[config.mk]
export PLATFORM = sky130hd
export DESIGN_NAME = wb_rr_arbiter
export DESIGN_NICKNAME = d
export VERILOG_FILES = /design/src/rtl/wb_rr_arbiter.sv
export SDC_FILE = /design/constraint.sdc
export NUM_CORES = 1
export LEC_CHECK = 0
export ABC_AREA = 1
export CAP_MARGIN = 20
export CORE_AREA = 4 4 112 114
export DETAILED_ROUTE_END_ITERATION = 8
export DIE_AREA = 0 0 116 118
export HOLD_SLACK_MARGIN = 0.08
export PLACE_DENSITY = 0.59
export SYNTH_ARGS = -nofsm -noshare
export SYNTH_HDL_FRONTEND = slang
export SYNTH_SLANG_ARGS = --single-unit
[constraint.sdc]
create_clock -name wb_clk_i -period 1.4 [get_ports wb_clk_i]
set_clock_uncertainty 0.1 [all_clocks]
set_input_delay 0.28 -clock wb_clk_i [delete_from_list [all_inputs] [get_ports wb_clk_i]]
set_output_delay 0.28 -clock wb_clk_i [all_outputs]
set_load 0.01 [all_outputs]
[src/rtl/wb_rr_arbiter.sv]
// Round-robin arbiter sharing one Wishbone B4 slave among NUM_MASTERS masters, granting per CYC envelope.
// Optional slave-hang watchdog enabled with `define WB_ARB_TIMEOUT_EN (limit TIMEOUT_CYCLES).
module wb_rr_arbiter #(
    parameter int NUM_MASTERS    = 2,
    parameter int ADDR_WIDTH     = 32,
    parameter int DATA_WIDTH     = 32,
    parameter int TIMEOUT_CYCLES = 255
) (
    input  logic                                  wb_clk_i,
    input  logic                                  wb_rst_ni,
    input  logic [NUM_MASTERS*ADDR_WIDTH-1:0]     m_adr_i,
    input  logic [NUM_MASTERS*DATA_WIDTH-1:0]     m_dat_i,
    input  logic [NUM_MASTERS*(DATA_WIDTH/8)-1:0] m_sel_i,
    input  logic [NUM_MASTERS-1:0]                m_we_i,
    input  logic [NUM_MASTERS-1:0]                m_stb_i,
    input  logic [NUM_MASTERS-1:0]                m_cyc_i,
    output logic [DATA_WIDTH-1:0]                 m_dat_o,
    output logic [NUM_MASTERS-1:0]                m_ack_o,
    output logic [NUM_MASTERS-1:0]                m_err_o,
    output logic [NUM_MASTERS-1:0]                m_stall_o,
    output logic [ADDR_WIDTH-1:0]                 s_adr_o,
    output logic [DATA_WIDTH-1:0]                 s_dat_o,
    output logic [DATA_WIDTH/8-1:0]               s_sel_o,
    output logic                                  s_we_o,
    output logic                                  s_stb_o,
    output logic                                  s_cyc_o,
    input  logic [DATA_WIDTH-1:0]                 s_dat_i,
    input  logic                                  s_ack_i,
    input  logic                                  s_err_i,
    input  logic                                  s_stall_i,
    output logic [NUM_MASTERS-1:0]                grant_o
);

    localparam int SEL_W = DATA_WIDTH / 8;
    localparam int IDX_W = (NUM_MASTERS > 1) ? $clog2(NUM_MASTERS) : 1;
    localparam logic [IDX_W:0] N_L = (IDX_W + 1)'(NUM_MASTERS);

    typedef enum logic {IDLE, GRANT} state_e;

    state_e                 state_q, state_d;
    logic [NUM_MASTERS-1:0] grant_q, grant_d;
    logic [IDX_W-1:0]       last_q, last_d;
    logic [IDX_W-1:0]       winner;
    logic [IDX_W:0]         sum;
    logic                   any_req;
    logic                   owner_cyc;
    logic                   owner_stb;
    logic                   timeout;

`ifdef WB_ARB_TIMEOUT_EN
    localparam int CNT_W = $clog2(TIMEOUT_CYCLES + 1);
    localparam logic [CNT_W-1:0] TO_LIM = CNT_W'(TIMEOUT_CYCLES);
    logic [CNT_W-1:0] to_cnt_q, to_cnt_d;

    assign timeout = (state_q == GRANT) && (to_cnt_q == TO_LIM);

    always_comb begin
        to_cnt_d = to_cnt_q;
        if (state_q == IDLE || s_ack_i || s_err_i) begin
            to_cnt_d = '0;
        end else if (owner_stb && !timeout) begin
            to_cnt_d = to_cnt_q + 1'b1;
        end
    end
`else
    assign timeout = 1'b0;
`endif

    // First requester found walking upward from the slot after the last winner
    always_comb begin
        winner  = last_q;
        any_req = 1'b0;
        sum     = '0;
        for (int k = 1; k <= NUM_MASTERS; k++) begin
            sum = {1'b0, last_q} + (IDX_W + 1)'(k);
            if (sum >= N_L) begin
                sum = sum - N_L;
            end
            if (!any_req && m_cyc_i[sum[IDX_W-1:0]]) begin
                any_req = 1'b1;
                winner  = sum[IDX_W-1:0];
            end
        end
    end

    always_comb begin
        s_adr_o   = '0;
        s_dat_o   = '0;
        s_sel_o   = '0;
        s_we_o    = 1'b0;
        s_stb_o   = 1'b0;
        s_cyc_o   = 1'b0;
        m_ack_o   = '0;
        m_err_o   = '0;
        m_stall_o = '1;
        owner_cyc = 1'b0;
        owner_stb = 1'b0;
        if (state_q == GRANT) begin
            for (int i = 0; i < NUM_MASTERS; i++) begin
                if (grant_q[i]) begin
                    owner_cyc    = m_cyc_i[i];
                    owner_stb    = m_stb_i[i];
                    s_adr_o      = m_adr_i[i*ADDR_WIDTH +: ADDR_WIDTH];
                    s_dat_o      = m_dat_i[i*DATA_WIDTH +: DATA_WIDTH];
                    s_sel_o      = m_sel_i[i*SEL_W +: SEL_W];
                    s_we_o       = m_we_i[i];
                    s_cyc_o      = m_cyc_i[i] & ~timeout;
                    s_stb_o      = m_stb_i[i] & ~timeout;
                    // Responses are dropped once the owner has let go of CYC
                    m_ack_o[i]   = s_ack_i & m_cyc_i[i] & ~timeout;
                    m_err_o[i]   = (s_err_i & m_cyc_i[i]) | timeout;
                    m_stall_o[i] = s_stall_i;
                end
            end
        end
    end

    assign m_dat_o = s_dat_i;
    assign grant_o = grant_q;

    always_comb begin
        state_d = state_q;
        grant_d = grant_q;
        last_d  = last_q;
        case (state_q)
            IDLE: begin
                if (any_req) begin
                    state_d         = GRANT;
                    grant_d         = '0;
                    grant_d[winner] = 1'b1;
                    last_d          = winner;
                end
            end
            GRANT: begin
                if (!owner_cyc || timeout) begin
                    state_d = IDLE;
                    grant_d = '0;
                end
            end
            default: begin
                state_d = IDLE;
                grant_d = '0;
            end
        endcase
    end

    always_ff @(posedge wb_clk_i or negedge wb_rst_ni) begin
        if (!wb_rst_ni) begin
            state_q  <= IDLE;
            grant_q  <= '0;
            last_q   <= IDX_W'(NUM_MASTERS - 1);
`ifdef WB_ARB_TIMEOUT_EN
            to_cnt_q <= '0;
`endif
        end else begin
            state_q  <= state_d;
            grant_q  <= grant_d;
            last_q   <= last_d;
`ifdef WB_ARB_TIMEOUT_EN
            to_cnt_q <= to_cnt_d;
`endif
        end
    end

endmodule

==> results of run 1 <==
registers in the layout (all words and copies together) (netlist names):
register	flops
state_q	1
grant_o	2
last_q	1
layout by cell type (no fill, tap or decap), types with 5 or more instances in the layout:
cell type	n
nand3_1	27
buf_6	38
clkbuf_16	5
inv_1	7
buf_4	17
nor2_1	7
nand3_2	43
buf_12	12
clkdlybuf4s50_1	146
nand2_2	23
buf_2	56
nand2_1	123
buf_16	10
layout make-up:
| type | instances | share of cell area [%] |
|---|---|---|
| Antenna cell | 1 | 0.0529 |
| Multi-Input combinational cell | 238 | 28.8 |
| Sequential cell | 4 | 2.19 |
| Clock buffer | 4 | 1.66 |
| Inverter | 10 | 0.846 |
| Timing Repair Buffer | 286 | 62.7 |
| Tap cell | 143 | 3.78 |
cell usage after synthesis:
library cell,n,area share (%)
buf_1,1,0.25
nor2_4,1,0.76
inv_2,1,0.25
o21ai_0,2,0.67
buf_2,21,7.1
nand2_1,150,38
dfstp_2,1,1.8
buf_4,32,16
nand3_1,73,25
nor3_1,4,1.3
dfrtp_1,3,5.0
inv_1,9,2.3
nor2_1,7,1.8
a21oi_1,1,0.34
routing by layer:
layer,up-vias,part of all wire [%]
met3,23,8.9
met1,1329,37
li1,1427,-
met4,0,1.9
met2,157,52
met5,-,0
logic make-up after synthesis:
logic type / share of synthesized area (%)
AO/OA/AOI/OAI: 1.01
buffers and inverters: 26.0
flip-flops: 6.81
AND/OR/NAND/NOR: 66.2
worst max-delay path by stage:
| stage | start | to | slack [ns] | cells past startpoint |
|---|---|---|---|---|
| 6_report | grant_o[1]$_DFFE_PN0P_ | s_dat_o[0] | -0.51 | 8 |
| 5_1_grt | grant_o[1]$_DFFE_PN0P_ | s_dat_o[5] | -0.58 | 8 |
| 4_1_cts | grant_o[1]$_DFFE_PN0P_ | s_dat_o[0] | -0.48 | 8 |
| 3_5_place_dp | m_cyc_i[0] | m_err_o[0] | -0.58 | 4 |
| 3_3_place_gp | m_cyc_i[0] | s_cyc_o | -0.57 | 6 |
| 2_1_floorplan | grant_o[0]$_DFFE_PN0P_ | s_adr_o[0] | 0.01 | 5 |
through the flow:
step / setup slack (ns) / hold slack (ns)
final: -0.514 / 0.158
after global routing: -0.580 / 0.175
after CTS: -0.478 / 0.158
after detailed placement: -0.582 / 0.392
after global placement: -0.571 / 0.392
after floorplan: 0.0123 / -0.116
critical path: stages (launching register included):
cell     delay [ns]
dfrtp_2        0.42
nor2_4         0.16
buf_6          0.12
buf_6          0.09
buf_8          0.11
buf_16         0.13
nand3_2        0.06
nand2_1        0.07
buf_2          0.13
timing repair:
action	4_1_cts	5_1_grt
hold buffers	0	0
cloned	14	2
buffers inserted	23	9
endpoints found under the setup margin	79	82
pin swaps	17	39
resized for setup	393	64
report_power, final:
group	leakage [nW]	switching [mW]	internal, mW
logic	2.20	3.42	3.93
registers	0.0446	0.0490	0.190
clock network	0.0382	0.0874	0.377
==> results.tsv, run 1 <==
stage	metric	value	unit
outcome	status	finished, violations left	
outcome	failing checks	setup timing	
detailed_routing	routed len/inst	17.1	um
timing	Tcrit/Tclk final	137	%
floorplan	die width	116	um
layout	nets@finish	722	
cts	root buffer cell	clkbuf_16	
layout	fill count	1175	
cts	TritonCTS Buffers	3	
layout	share of cells above drive strength 1	41.9	%
cts	clock transition at the registers of the reported paths	0.03	ns
timing	Final Max Slew Viols	0	
timing	RSZ-0062 raised after global routing	yes	
yosys	Gate Count Post-Synth	306	
floorplan	Core Region	0.0114	mm^2
floorplan	# IOs	290	
cts	CTS tree	yes	
yosys	yosys warns	0	
detailed_routing	Final ANT Viol Nets	0	
floorplan	Die H	118	um
global_route	GRT Overall Usage	14.8	%
layout	fin cells	686	
floorplan	Starting Density	13.0	%
global_route	global-route wire length before repair	16000	um
detailed_routing	Via Count	2936	
worst_setup_path	r2r worst-path depth	7	
placement	Cell Count Post-Placement	636	
timing	Fmax	0.523	GHz
timing	fin worst setup slack	-0.514	ns
global_route	Global Route met2 Usage	27.6	%
yosys	share of the yosys chip area belonging to registers	6.81	%
detailed_routing	Via-to-Cell Ratio	4.28	
timing	Final Hold Violating Endpoints	0	
pwr	VDD IR-drop max	0.000820	V
yosys	Syn Area/Cell	4.87	um^2
layout	multi-input logic area	0.00136	mm^2
hold_path	worst min path class	in -> async	
worst_setup_path	Worst EP arrival	1.53	ns
placement	Final HPWL DP	7300	um
cts	Clk Latency, worst-skew pair	0.23	ns
placement	placed cell area	0.00378	mm^2
cts	H-tree lvl count	1	
detailed_routing	first drt pass iteration count	4	
worst_setup_path	setup slack, reg-to-reg	-0.12	ns
worst_setup_path	crit start category	flip-flop	
timing	slew margin rel.	84.6	%
timing	slew of the pin with the lowest slew margin	0.231	ns
yosys	Syn Nets	485	
worst_setup_path	Crit Reg-Reg Startpoint	state_q$_DFF_PN0_	
global_route	gr ovfl total	0	
global_route	Top Usage Layer GRT	met2	
global_route	M1 GR Usage	16.0	%
cts	clock buffer depth	2	
detailed_routing	DRC violations left	0	
layout	Final Util	41.5	%
layout	Area Overhead vs Synth	218	%
worst_setup_path	CP Class	reg -> out	
global_route	initial antenna violation count	1	
detailed_routing	aggregate routed wire length	11800	um
flow_run	Max Cap Violations	0	
placement	port buffer count	225	
layout	post-route cell area	0.00473	mm^2
layout	FF+latch area	104	um^2
yosys	Yosys cell types	14	
detailed_routing	First DRT Iteration DRCs	96	
worst_setup_path	Crit Path Max Fanout	6	
pwr	P_leak	2.28	nW
pwr	Pwr Density	1700	mW/mm^2
global_route	largest net degree at the start of global routing	21	
timing	count of final setup violators	81	
yosys	synthesized area	0.00149	mm^2
worst_setup_path	CP required	1.02	ns
floorplan	Std-Cell Rows	39	
worst_setup_path	CP Capture Type	primary output	
timing	total negative slack	-33.13	ns
cts	clock sinks	4	
floorplan	die outline area	0.0137	mm^2
worst_setup_path	reg2reg end	grant_o[1]$_DFFE_PN0P_	
pwr	PnR Total Power	8.06	mW
placement	RePlAce Congestion	0.834	
yosys	Yosys reg bits	4	
global_route	vias in the first global route	2996	
global_route	grt met3 use	3.91	%
timing	post-route minimum period	1.91	ns
(Power assumes the default switching activity.)
==> run 2, diff against run 1 <==
Settings changed: SKIP_LAST_GASP set to 1.
==> results.tsv, run 2 (synthesis results as in run 1) <==
stage	metric	value	unit
cts	H-tree lvl count	1	
global_route	vias in the first global route	2931	
cts	Post-CTS Hold Buffers	0	
cts	root buffer cell	clkbuf_16	
placement	placed cell area	0.00378	mm^2
worst_setup_path	setup slack, reg-to-reg	-0.12	ns
placement	RePlAce Congestion	0.834	
worst_setup_path	Worst EP arrival	1.54	ns
placement	port buffer count	225	
detailed_routing	highest metal used	met4	
detailed_routing	DRC violations left	0	
timing	fin worst setup slack	-0.521	ns
timing	slew margin rel.	84.9	%
timing	count of final setup violators	81	
detailed_routing	DR WL met3	1140	um
worst_setup_path	Buf/Inv on CP	5	
detailed_routing	met2 routed WL	6080	um
worst_setup_path	CP Class	reg -> out	
worst_setup_path	r2r worst-path depth	7	
timing	RSZ-0062 raised after global routing	yes	
timing	slew of the pin with the lowest slew margin	0.227	ns
floorplan	Starting Density	13.0	%
floorplan	# IOs	290	
detailed_routing	Via-to-Cell Ratio	4.28	
detailed_routing	met1 WL	4100	um
global_route	initial antenna violation count	1	
worst_setup_path	Crit Path Max Fanout	6	
global_route	global-route wire length before repair	15800	um
timing	Final Hold Violating Endpoints	0	
cts	clock sinks	4	
outcome	failing checks	setup timing	
layout	fill count	1187	
layout	fin cells	680	
timing	Final Max Slew Viols	0	
pwr	Pwr Density	1680	mW/mm^2
global_route	largest net degree at the start of global routing	21	
global_route	GRT Overall Usage	14.7	%
hold_path	worst min path class	in -> async	
pwr	P_leak	2.23	nW
layout	post-route cell area	0.00467	mm^2
detailed_routing	Via Count	2907	
cts	TritonCTS Buffers	3	
pwr	VDD IR-drop max	0.000794	V
layout	FF+latch area	104	um^2
outcome	status	finished, violations left	
cts	CTS tree	yes	
floorplan	die width	116	um
pwr	PnR Total Power	7.84	mW
placement	Cell Count Post-Placement	636	
layout	Largest register FFs	2	
timing	Tcrit/Tclk final	137	%
timing	total negative slack	-33.38	ns
worst_setup_path	crit path max-delay cell type	dfrtp_2	
layout	multi-input logic area	0.00136	mm^2
worst_setup_path	CP peak stage delay	0.42	ns
layout	commonest non-fill, non-tap cells in the layout	clkdlybuf4s50_1, nand2_1, buf_2, nand3_2, buf_6	
worst_setup_path	Most common cell on crit path	buf_6	
global_route	gr ovfl total	0	
worst_setup_path	crit start category	flip-flop	
cts	Clk Latency, worst-skew pair	0.23	ns
layout	share of cells above drive strength 1	40.7	%
flow_run	Max Cap Violations	0	
floorplan	Std-Cell Rows	39	
layout	Final Util	40.9	%
layout	Area Overhead vs Synth	213	%
cts	clock buffer depth	2	
layout	nets@finish	716	
detailed_routing	Final ANT Viol Nets	0	
detailed_routing	aggregate routed wire length	11500	um
worst_setup_path	CP Capture Type	primary output	
worst_setup_path	Crit Reg-Reg Startpoint	state_q$_DFF_PN0_	
floorplan	Core Region	0.0114	mm^2
floorplan	Die H	118	um
timing	Fin Hold WS	0.158	ns
worst_setup_path	CP required	1.02	ns
timing	post-route minimum period	1.92	ns
placement	Final HPWL DP	7300	um
detailed_routing	First DRT Iteration DRCs	82	
worst_setup_path	cell family with most CP delay	buffers and inverters	
placement	Setup WS pre-CTS	-0.582	ns
worst_setup_path	crit-path cells	nor2_4 > buf_6 > buf_6 > buf_8 > buf_16 > nand3_2 > nand2_1 > buf_2	
cts	clock transition at the registers of the reported paths	0.03	ns
worst_setup_path	reg2reg end	grant_o[1]$_DFFE_PN0P_	
timing	Fmax	0.521	GHz
floorplan	die outline area	0.0137	mm^2
detailed_routing	first drt pass iteration count	4	
layout	most common cell after layout, fill and taps aside	clkdlybuf4s50_1	
detailed_routing	routed len/inst	17.0	um
-- run 2: worst max-delay path by stage --
stage	start	endpoint	slack, ns	depth (start not counted)
after floorplan	grant_o[0]$_DFFE_PN0P_	s_adr_o[0]	0.01	5
after global placement	m_cyc_i[0]	s_cyc_o	-0.57	6
after detailed placement	m_cyc_i[0]	m_err_o[0]	-0.58	4
after CTS	grant_o[1]$_DFFE_PN0P_	s_dat_o[0]	-0.48	8
after global routing	grant_o[1]$_DFFE_PN0P_	s_dat_o[5]	-0.58	8
final	grant_o[1]$_DFFE_PN0P_	s_dat_o[0]	-0.52	8
-- run 2: power breakdown --
group	internal (mW)	leakage [nW]	switching (mW)
Clock	0.377	0.0382	0.0873
Combinational	3.77	2.14	3.37
Sequential	0.190	0.0446	0.0490
Total	4.34	2.23	3.50
-- run 2: cell type report --
class                           count  share of cell area (%)
Timing Repair Buffer              280                    62.2
Multi-Input combinational cell    238                    29.1
Inverter                           10                   0.858
Antenna cell                        1                  0.0536
Clock buffer                        4                    1.69
Tap cell                          143                    3.83
Sequential cell                     4                    2.23
-- run 2: timing repair --
item	in CTS	in global routing
hold endpoints to repair	0	0
endpoints found under the setup margin	79	82
gates cloned	14	2
setup buffers	23	4
resized for setup	362	83
pin swaps	17	45
-- run 2: routing by layer --
layer  track usage (%)  vias to the layer above
li1                  -                     1412
met1              16.1                     1304
met2              27.0                      167
met3              3.96                       24
met4              4.42                        0
met5                 0                        -
